$ cat config.mk
export PLATFORM = sky130hd
export DESIGN_NAME = vx_ifetch_buffer_flat
export DESIGN_NICKNAME = d
export VERILOG_FILES = /design/src/rtl/vx_ifetch_buffer_if.sv /design/src/rtl/vx_ifetch_buffer.sv /design/src/flat_wrapper.sv
export SDC_FILE = /design/constraint.sdc
export NUM_CORES = 1
export LEC_CHECK = 0
export CAP_MARGIN = 30
export CELL_PAD_IN_SITES_DETAIL_PLACEMENT = 0
export CELL_PAD_IN_SITES_GLOBAL_PLACEMENT = 2
export CORE_MARGIN = 2
export CORE_UTILIZATION = 31
export DETAILED_ROUTE_END_ITERATION = 8
export DONT_BUFFER_PORTS = 1
export GPL_TIMING_DRIVEN = 0
export MAX_ROUTING_LAYER = met4
export PLACE_DENSITY_LB_ADDON = 0.1
export SLEW_MARGIN = 10
export SYNTH_ARGS = -nofsm -noshare
export SYNTH_HDL_FRONTEND = slang
export SYNTH_SLANG_ARGS = --single-unit
$ cat constraint.sdc
create_clock -name clk -period 9.9 [get_ports clk]
set_input_delay 1.98 -clock clk [delete_from_list [all_inputs] [get_ports clk]]
set_output_delay 1.98 -clock clk [all_outputs]
set_load 0.01 [all_outputs]
$ cat src/rtl/vx_ifetch_buffer_if.sv
// Valid/ready instruction channel (warp id, thread mask, PC, instruction word)
// used on both the fetch-response and decode sides of the instruction buffer.
interface vx_ifetch_buffer_if #(
    parameter int WID_W       = 2,
    parameter int NUM_THREADS = 4
);
    logic                   valid;
    logic [WID_W-1:0]       wid;
    logic [NUM_THREADS-1:0] tmask;
    logic [31:0]            PC;
    logic [31:0]            instr;
    logic                   ready;

    modport master (output valid, wid, tmask, PC, instr, input ready);
    modport slave  (input valid, wid, tmask, PC, instr, output ready);
endinterface

$ cat src/rtl/vx_ifetch_buffer.sv
// Per-warp instruction buffer between fetch and decode: one circular FIFO per warp,
// round-robin output arbitration held stable under back-pressure, per-warp flush.
module vx_ifetch_buffer #(
    parameter int CORE_ID     = 0,
    parameter int NUM_WARPS   = 4,
    parameter int NUM_THREADS = 4,
    parameter int DEPTH       = 2
) (
    input  logic                         clk,
    input  logic                         reset,
    vx_ifetch_buffer_if.slave            in_if,
    vx_ifetch_buffer_if.master           out_if,
    input  logic                         flush_valid,
    input  logic [$clog2(NUM_WARPS)-1:0] flush_wid,
    output logic                         busy
);
    localparam int WID_W   = $clog2(NUM_WARPS);
    localparam int PTR_W   = $clog2(DEPTH);
    localparam int CNT_W   = PTR_W + 1;
    localparam int ENTRY_W = NUM_THREADS + 64;

    typedef logic [ENTRY_W-1:0] entry_t;

    // CORE_ID only tags the instance for debug/trace; no hardware depends on it.
    if (CORE_ID < 0) begin : g_core_id_unused
    end

    entry_t           mem_q      [NUM_WARPS][DEPTH];
    entry_t           mem_d      [NUM_WARPS][DEPTH];
    logic [PTR_W-1:0] rd_ptr_q   [NUM_WARPS];
    logic [PTR_W-1:0] rd_ptr_d   [NUM_WARPS];
    logic [PTR_W-1:0] wr_ptr_q   [NUM_WARPS];
    logic [PTR_W-1:0] wr_ptr_d   [NUM_WARPS];
    logic [CNT_W-1:0] count_q    [NUM_WARPS];
    logic [CNT_W-1:0] count_d    [NUM_WARPS];
    logic [WID_W-1:0] rr_q, rr_d, lock_wid_q, lock_wid_d;
    logic             lock_q, lock_d, busy_q, busy_d;

    logic [NUM_WARPS-1:0] cand_s;
    logic                 in_ready_s, push_s, pop_s, lock_hold_s, grant_valid_s;
    logic [WID_W-1:0]     grant_s, idx_s;
    entry_t               head_s;

    // Admission check and arbitration candidates; a warp being flushed is never a candidate.
    always_comb begin
        in_ready_s  = (count_q[in_if.wid] != CNT_W'(DEPTH));
        push_s      = in_if.valid && in_ready_s && !(flush_valid && (flush_wid == in_if.wid));
        lock_hold_s = lock_q && !(flush_valid && (flush_wid == lock_wid_q));
        for (int w = 0; w < NUM_WARPS; w++) begin
            cand_s[w] = (count_q[w] != {CNT_W{1'b0}}) && !(flush_valid && (flush_wid == WID_W'(w)));
        end
    end

    // Grant: locked warp if still valid, else first candidate after the last popped warp.
    always_comb begin
        grant_s       = {WID_W{1'b0}};
        grant_valid_s = 1'b0;
        idx_s         = {WID_W{1'b0}};
        if (lock_hold_s) begin
            grant_s       = lock_wid_q;
            grant_valid_s = 1'b1;
        end else begin
            // Walk from lowest to highest priority so the nearest candidate wins last.
            for (int i = NUM_WARPS; i >= 1; i--) begin
                idx_s         = rr_q + WID_W'(i);
                grant_s       = cand_s[idx_s] ? idx_s : grant_s;
                grant_valid_s = grant_valid_s | cand_s[idx_s];
            end
        end
    end

    assign head_s      = mem_q[grant_s][rd_ptr_q[grant_s]];
    assign pop_s       = grant_valid_s && out_if.ready;
    assign in_if.ready = in_ready_s;
    assign busy        = busy_q;

    // Decode-side outputs, zeroed whenever nothing is offered.
    always_comb begin
        out_if.valid = grant_valid_s;
        if (grant_valid_s) begin
            out_if.wid                               = grant_s;
            {out_if.tmask, out_if.PC, out_if.instr} = head_s;
        end else begin
            out_if.wid                               = {WID_W{1'b0}};
            {out_if.tmask, out_if.PC, out_if.instr} = {ENTRY_W{1'b0}};
        end
    end

    // Next-state for FIFOs, round-robin pointer, lock and busy.
    always_comb begin
        logic inc_v;
        logic dec_v;
        inc_v      = 1'b0;
        dec_v      = 1'b0;
        mem_d      = mem_q;
        rd_ptr_d   = rd_ptr_q;
        wr_ptr_d   = wr_ptr_q;
        count_d    = count_q;
        rr_d       = rr_q;
        lock_d     = lock_q;
        lock_wid_d = lock_wid_q;
        busy_d     = 1'b0;
        for (int w = 0; w < NUM_WARPS; w++) begin
            inc_v = push_s && (in_if.wid == WID_W'(w));
            dec_v = pop_s && (grant_s == WID_W'(w));
            if (flush_valid && (flush_wid == WID_W'(w))) begin
                count_d[w]  = {CNT_W{1'b0}};
                rd_ptr_d[w] = wr_ptr_q[w];
            end else begin
                if (inc_v) begin
                    mem_d[w][wr_ptr_q[w]] = {in_if.tmask, in_if.PC, in_if.instr};
                    wr_ptr_d[w]           = wr_ptr_q[w] + PTR_W'(1'b1);
                end else begin
                    wr_ptr_d[w] = wr_ptr_q[w];
                end
                if (dec_v) begin
                    rd_ptr_d[w] = rd_ptr_q[w] + PTR_W'(1'b1);
                end else begin
                    rd_ptr_d[w] = rd_ptr_q[w];
                end
                case ({inc_v, dec_v})
                    2'b10:   count_d[w] = count_q[w] + CNT_W'(1'b1);
                    2'b01:   count_d[w] = count_q[w] - CNT_W'(1'b1);
                    default: count_d[w] = count_q[w];
                endcase
            end
            busy_d = busy_d | (count_d[w] != {CNT_W{1'b0}});
        end
        // Offered but not taken: hold the grant until the handshake.
        if (pop_s) begin
            lock_d = 1'b0;
            rr_d   = grant_s;
        end else if (grant_valid_s) begin
            lock_d     = 1'b1;
            lock_wid_d = grant_s;
        end else begin
            lock_d = 1'b0;
        end
    end

    // State registers with asynchronous active-low reset.
    always_ff @(posedge clk or negedge reset) begin
        if (!reset) begin
            for (int w = 0; w < NUM_WARPS; w++) begin
                for (int e = 0; e < DEPTH; e++) begin
                    mem_q[w][e] <= {ENTRY_W{1'b0}};
                end
                rd_ptr_q[w] <= {PTR_W{1'b0}};
                wr_ptr_q[w] <= {PTR_W{1'b0}};
                count_q[w]  <= {CNT_W{1'b0}};
            end
            rr_q       <= {WID_W{1'b0}};
            lock_q     <= 1'b0;
            lock_wid_q <= {WID_W{1'b0}};
            busy_q     <= 1'b0;
        end else begin
            mem_q      <= mem_d;
            rd_ptr_q   <= rd_ptr_d;
            wr_ptr_q   <= wr_ptr_d;
            count_q    <= count_d;
            rr_q       <= rr_d;
            lock_q     <= lock_d;
            lock_wid_q <= lock_wid_d;
            busy_q     <= busy_d;
        end
    end
endmodule
$ cat src/flat_wrapper.sv
// flat-port wrapper written by rule: the top's interface ports become plain ports
module vx_ifetch_buffer_flat 
#(
    parameter int CORE_ID     = 0,
    parameter int NUM_WARPS   = 4,
    parameter int NUM_THREADS = 4,
    parameter int DEPTH       = 2
)
  (clk, reset, flush_valid, flush_wid, busy, in_if_valid, in_if_wid, in_if_tmask, in_if_PC, in_if_instr, in_if_ready, out_if_valid, out_if_wid, out_if_tmask, out_if_PC, out_if_instr, out_if_ready);
  vx_ifetch_buffer_if #(.NUM_THREADS(NUM_THREADS)) in_if_i ();
  vx_ifetch_buffer_if #(.NUM_THREADS(NUM_THREADS)) out_if_i ();
  input  logic clk;
  input  logic reset;
  input  logic flush_valid;
  input  logic [$clog2(NUM_WARPS)-1:0] flush_wid;
  output logic busy;
  input wire logic [$bits(in_if_i.valid)-1:0] in_if_valid;
  input wire logic [$bits(in_if_i.wid)-1:0] in_if_wid;
  input wire logic [$bits(in_if_i.tmask)-1:0] in_if_tmask;
  input wire logic [$bits(in_if_i.PC)-1:0] in_if_PC;
  input wire logic [$bits(in_if_i.instr)-1:0] in_if_instr;
  output wire logic [$bits(in_if_i.ready)-1:0] in_if_ready;
  output wire logic [$bits(out_if_i.valid)-1:0] out_if_valid;
  output wire logic [$bits(out_if_i.wid)-1:0] out_if_wid;
  output wire logic [$bits(out_if_i.tmask)-1:0] out_if_tmask;
  output wire logic [$bits(out_if_i.PC)-1:0] out_if_PC;
  output wire logic [$bits(out_if_i.instr)-1:0] out_if_instr;
  input wire logic [$bits(out_if_i.ready)-1:0] out_if_ready;
  assign in_if_i.valid = in_if_valid;
  assign in_if_i.wid = in_if_wid;
  assign in_if_i.tmask = in_if_tmask;
  assign in_if_i.PC = in_if_PC;
  assign in_if_i.instr = in_if_instr;
  assign in_if_ready = in_if_i.ready;
  assign out_if_valid = out_if_i.valid;
  assign out_if_wid = out_if_i.wid;
  assign out_if_tmask = out_if_i.tmask;
  assign out_if_PC = out_if_i.PC;
  assign out_if_instr = out_if_i.instr;
  assign out_if_i.ready = out_if_ready;
  vx_ifetch_buffer #(.CORE_ID(CORE_ID), .NUM_WARPS(NUM_WARPS), .NUM_THREADS(NUM_THREADS), .DEPTH(DEPTH)) u_core (.clk(clk), .reset(reset), .in_if(in_if_i), .out_if(out_if_i), .flush_valid(flush_valid), .flush_wid(flush_wid), .busy(busy));
endmodule
==> run metrics, run 1 <==
number of core rows=107; initial antenna violation count=2; Worst Path Max Fanout=10; die width=297 um; CTS max path bufs=3; top post-synthesis cells by area=dfrtp_1 53%, mux2_2 23%, nand2_1 7.9%; Hold Path Origin=u_core.mem_q[304]; Worst Clk Skew=0.0188 ns; Top FF cell, synth=dfrtp_1; global-route wire length before repair=136000 um; fmax=0.129 GHz; worst setup margin=2.13 ns; routability cong.=0.765; Final Hold Viols=0; sequential element share of the synthesized area=0.531; P&R area growth vs syn=15.1%; Port Buffers=0; CTS buffer count=71; CP required=7.92 ns; Worst Path Arrival=5.79 ns; Vias=18627; drt wl/cell=25.9 um; gr usage total=0.217; mapped cell area=26700 um^2; final slew viol count=250; boundary pin count=150; core area=~85000 um^2; Critical R2R Launch=u_core.count_q[4]; DP Worst Slack=1.95 ns; count leader, synth=dfrtp_1; WHS Path Cells=1; layout cells sized above 1=0.305; Root Driver=clkbuf_16; crit path launch type=input pin; TNS Setup=0 ns; FF-to-FF setup slack=between 5 and 6 ns; post-CTS setup buffers=0; number of global-route vias before repair=just under 20000; die height=between 200 and 300 um; Initial Util=0.313; worst slew pin tran=1.94 ns; Routed Antenna Nets=0; Hold Path Class=flop to flop; vias per cell=5.19; CTS tree=yes; Final Net Count=2477; Commonest cells post-synth=566 x dfrtp_1, 559 x nand2_1, 545 x mux2_2; Clk pin slew, worst setup/hold paths=0.06 ns; Post-synth ARST share=1.00; number of detailed-route iterations in the first pass=5; HPWL Detailed=around 60000 um; worst reg2reg endpoint=u_core.busy; Tcrit/Tclk final=0.785; Synth warnings=0; post-CTS sizing=0; critical path class=input pin to output pin; largest net degree at the start of global routing=about 570; Relative slew margins=-0.293; htree depth=3; Clk Latency, worst-skew pair=about 0.61 ns; placed inst area=28300 um^2; initial DRC count=1274; Post-CTS Hold Buffers=0; Worst Hold Endpoint=u_core.mem_q[304]; RSZ-0062 raised after global routing=no; fin area=30700 um^2; drt total wl=93200 um; Post-synth EDFFs=0; gr ovfl total=0; Tmin final=7.77 ns; Max-cap violations=0; Setup crit end kind=output pin; synth unique cells=53; Mapped Nets=2389; outcome=finished with violations; clock sinks=566; DRC Markers=0; Synth Register Bits=roughly 570; final setup fails=0; Post-Synthesis Cells=roughly 2300; Yosys top cell by area=dfrtp_1; failing checks=max-slew violations; Mapped Avg Cell Area=11.6 um^2; share of the synthesized area in the top cell type=0.531; Register-to-Register Path Depth=14; die area=88400 um^2
## area by class of cell
class | instances | area (um^2)
Sequential cell | 566 | 14200
Inverter | 12 | 47.5
Antenna cell | 1 | 2.50
Tap cell | 1144 | 1430
Timing Repair Buffer | 15 | 191
Clock inverter | 16 | 191
Multi-Input combinational cell | 1555 | 11700
Fill cell | 8498 | 54500
Clock buffer | 107 | 2190
Buffer | 175 | 803
## layer usage
metal  global-route usage  wire [um]  vias up
met3               0.0436       4540      123
met1                0.273      41000     9813
met4               0.0565       2160        0
li1                     -          -     8311
met5                    -          0        -
met2                0.356      45500      380
## worst max-delay path by stage
| stage | startpoint | to | slack (ns) | depth (start not counted) |
|---|---|---|---|---|
| 3_3_place_gp | flush_wid[0] | out_if_instr[31] | 1.66 | 13 |
| 3_5_place_dp | flush_wid[0] | out_if_tmask[2] | 1.95 | 12 |
| 5_1_grt | flush_wid[0] | out_if_PC[20] | 1.83 | 12 |
| 4_1_cts | flush_wid[0] | out_if_tmask[2] | 1.95 | 12 |
| 6_report | flush_wid[0] | out_if_instr[8] | 2.13 | 12 |
| 2_1_floorplan | flush_wid[0] | out_if_instr[10] | 3.37 | 12 |
## sequential cells by signal, indices dropped and copies added, names as in the netlist
signal / cells
u_core.wr_ptr_q: 4
u_core.lock_wid_q: 2
u_core.mem_q: 544
u_core.rd_ptr_q: 4
u_core.rr_q: 2
u_core.busy: 1
u_core.lock_q: 1
u_core.count_q: 8
## metrics by stage
stage,util,cells,hold slack (ns)
after floorplan,-,2308,0.479
after global placement,0.330,3452,0.486
after detailed placement,0.332,3463,0.492
after CTS,0.360,3586,0.505
after global routing,0.360,3590,0.511
final,0.360,3591,0.502
## cells in the final DEF (no fill, tap or decap), types with 3 or more instances in the layout
cell       Yosys  routed
dfrtp_1      566     566
nand2_1      559     559
mux2_2       545     545
and3_1       139     139
clkbuf_1      93     106
a311oi_1      85      85
clkbuf_16      0      75
o21a_1        51      51
a311o_1       34      34
buf_1         31      31
buf_2         28      28
a21oi_1       24      24
nor2_1        20      20
clkbuf_8       0      19
a311oi_2      18      18
xnor2_1       14      14
buf_4         14      14
buf_6          4      13
inv_1         10      10
o21ai_0       10      10
clkinv_2       0       9
buf_8          1       7
nor3_1         6       6
nand3_1        4       4
or2_2          4       4
xor2_1         4       4
or3_1          4       4
ha_1           4       4
bufinv_16      0       4
inv_6          0       3
## kinds of logic (layout without fill, tap and decap cells)
kind of cell / after synthesis / in the layout / synth area share
buf+inv: 187 / 325 / 0.0319
compound gates: 237 / 237 / 0.0764
xor+xnor: 18 / 18 / 0.00591
other cells: 0 / 1 / 0
fa+ha+maj: 4 / 4 / 0.00188
simple gates: 747 / 747 / 0.121
flops: 566 / 566 / 0.531
mux: 549 / 549 / 0.232
## critical path, stage by stage
cell      delay (ns)
buf_2           0.14
xnor2_1         0.14
a311oi_1        0.49
o21bai_1        0.18
and3_1          0.17
buf_4           0.15
buf_2           0.37
buf_1           0.72
clkbuf_1        0.70
nand2_1         0.14
a311oi_2        0.27
o21a_1          0.28
Power of run 1 is left out: the tool's default activity adds up to more than one toggle a clock period on the data nets, which glitch-free logic cannot reach.
==> run 2, diff against run 1 <==
- clock period: 9.9 -> 6.25 ns (I/O delays scaled with it)
==> run 2 against run 1 <==
The run still ends with max-slew violations left. Setup slack got worse by 2.0 ns. Clock skew increased by 0.0012 ns. Highest routed layer unchanged. Hold slack got worse by 0.13 ns. Critical path depth unchanged. Critical path type unchanged. Via count increased by 0.13%. Flip-flop and latch count unchanged. Routed wire length decreased by 0.24%. Die area unchanged. Non-clock buffer count decreased by 1. Count of clock-buffer cells in the layout unchanged. Design area about the same.
==> run metrics, run 2 (synthesis gave the netlist of run 1 again) <==
placed inst area=28300 um^2 (unchanged); critical path class=input pin to output pin; Post-CTS Hold Buffers=0 (unchanged); DP Worst Slack=-0.242 ns (-2.19 ns); HPWL Detailed=61700 um (unchanged); final setup fails=0 (unchanged); Worst Path Arrival=4.84 ns (-0.95 ns); FF-to-FF setup slack=1.99 ns (-3.56 ns); htree depth=3 (unchanged); fin util=0.361 (about the same); clock sinks=566 (unchanged); initial DRC count=1157 (-9.2%); vias per cell=5.19 (+0.13%); CP required=5.00 ns (-2.92 ns); Critical R2R Launch=u_core.count_q[4]; Crit. Startpoint=flush_wid[0]; Final Hold Viols=0 (unchanged); final slew viol count=108 (-57%); Largest regs=u_core.mem_q (544), u_core.count_q (8); die area=88400 um^2 (unchanged); gr usage total=0.216 (-0.000261); crit path launch type=input pin; boundary pin count=150 (unchanged); CTS tree=yes; Max-cap violations=0 (unchanged); DRC Markers=0 (unchanged); Hold Path Class=input pin to async pin; layout cells sized above 1=0.311 (+0.00544); Routed Antenna Nets=0 (unchanged); CTS buffer count=71 (unchanged); number of detailed-route iterations in the first pass=5 (unchanged); Tmin final=approximately 6 ns; worst slew pin tran=1.63 ns (-0.311 ns); most common cell after layout, fill and taps aside=dfrtp_1; die width=297 um (unchanged); Initial Util=0.313 (unchanged); outcome=finished with violations; Port Buffers=0 (unchanged); Clk Latency, worst-skew pair=0.61 ns (about the same); number of global-route vias before repair=19359 (-0.067%); routability cong.=0.765 (unchanged); worst setup margin=0.160 ns (-1.97 ns); initial antenna violation count=2 (unchanged); die height=297 um (unchanged); drt total wl=92900 um (-0.24%); CTS max path bufs=3 (unchanged); Worst Clk Skew=0.0200 ns (+0.00115 ns); fmax=0.164 GHz; Biggest register=u_core.mem_q; Final Net Count=2476 (-0.040%); Worst Path Max Fanout=10 (unchanged); Clk pin slew, worst setup/hold paths=0.06 ns (about the same); core area=85100 um^2 (unchanged); Relative slew margins=-0.0853 (+0.207); Root Driver=clkbuf_16; global-route wire length before repair=136000 um (-0.12%); Setup crit end kind=output pin; Tcrit/Tclk final=0.974; largest net degree at the start of global routing=567 (unchanged); max reg flops=544 (unchanged); drt wl/cell=25.9 um (-0.24%); gr ovfl total=0 (unchanged); number of core rows=107 (unchanged); hold_ws=0.367 ns (-0.135 ns); P&R area growth vs syn=15.2% (about the same); failing checks=max-slew violations; highest-count cells in the layout ignoring fill and taps=566 x dfrtp_1, 559 x nand2_1, 545 x mux2_2, 139 x and3_1, 95 x clkbuf_1; fin area=30700 um^2 (about the same); Vias=18652 (+0.13%)
run 2: cell types whose count changed in the layout (fill, tap and decap cells not counted), sizes merged:
cell,delta
diode,+1
buf,-1
clkbuf,-1
clkdlybuf4s15,+1
run 2: per-layer routing:
layer	wire length [um]	vias up	global-route usage
met3	4490	122	0.0432
li1	-	8313	-
met5	0	-	-
met4	2140	0	0.0554
met1	41000	9837	0.273
met2	45300	380	0.355
run 2: final cells by class:
| cell class | count | area, um^2 |
|---|---|---|
| fill | 8493 | 54400 |
| tap | 1144 | 1430 |
| antenna | 2 | 5.00 |
| timing repair buffer | 15 | 191 |
| buffer | 174 | 820 |
| inverter | 12 | 47.5 |
| sequential | 566 | 14200 |
| multi-input combinational | 1555 | 11700 |
| clock buffer | 107 | 2190 |
| clock inverter | 16 | 191 |
run 2: metrics by stage:
stage	std cells	TNS [ns]
3_3_place_gp	3452	-14.87
2_1_floorplan	2308	0
3_5_place_dp	3463	-4.61
4_1_cts	3585	0
5_1_grt	3589	-0.160
6_report	3591	0
run 2: repair_timing:
action / in CTS / in global routing
setup endpoints to repair: 43 / 58
gates resized for setup: 5 / 17
pin swaps: 0 / 0
buffers inserted: 0 / 0
gates cloned: 0 / 0
hold endpoints to repair: 0 / 0
run 2: worst max-delay path, stage by stage:
cell,delay (ns)
buf_2,0.14
or3b_1,0.43
o2bb2ai_2,0.18
a2111o_1,0.43
and3_1,0.15
buf_4,0.16
inv_4,0.11
mux2i_1,0.13
mux2i_2,0.74
clkbuf_1,0.70
a311oi_1,0.12
o21a_1,0.28
run 2: path summary, 6_finish.rpt:
check | endpoint | cells past startpoint
worst max-delay path | out_if_PC[13] | 12
max in group asynchronous | u_core.mem_q[450] | 0
min in group clk | u_core.mem_q[304] | 1
worst min register to register | u_core.mem_q[304] | 1
worst max register to register | u_core.busy | 14
worst min-delay path | u_core.mem_q[430] | 0
Power of run 2 is left out for the same reason.
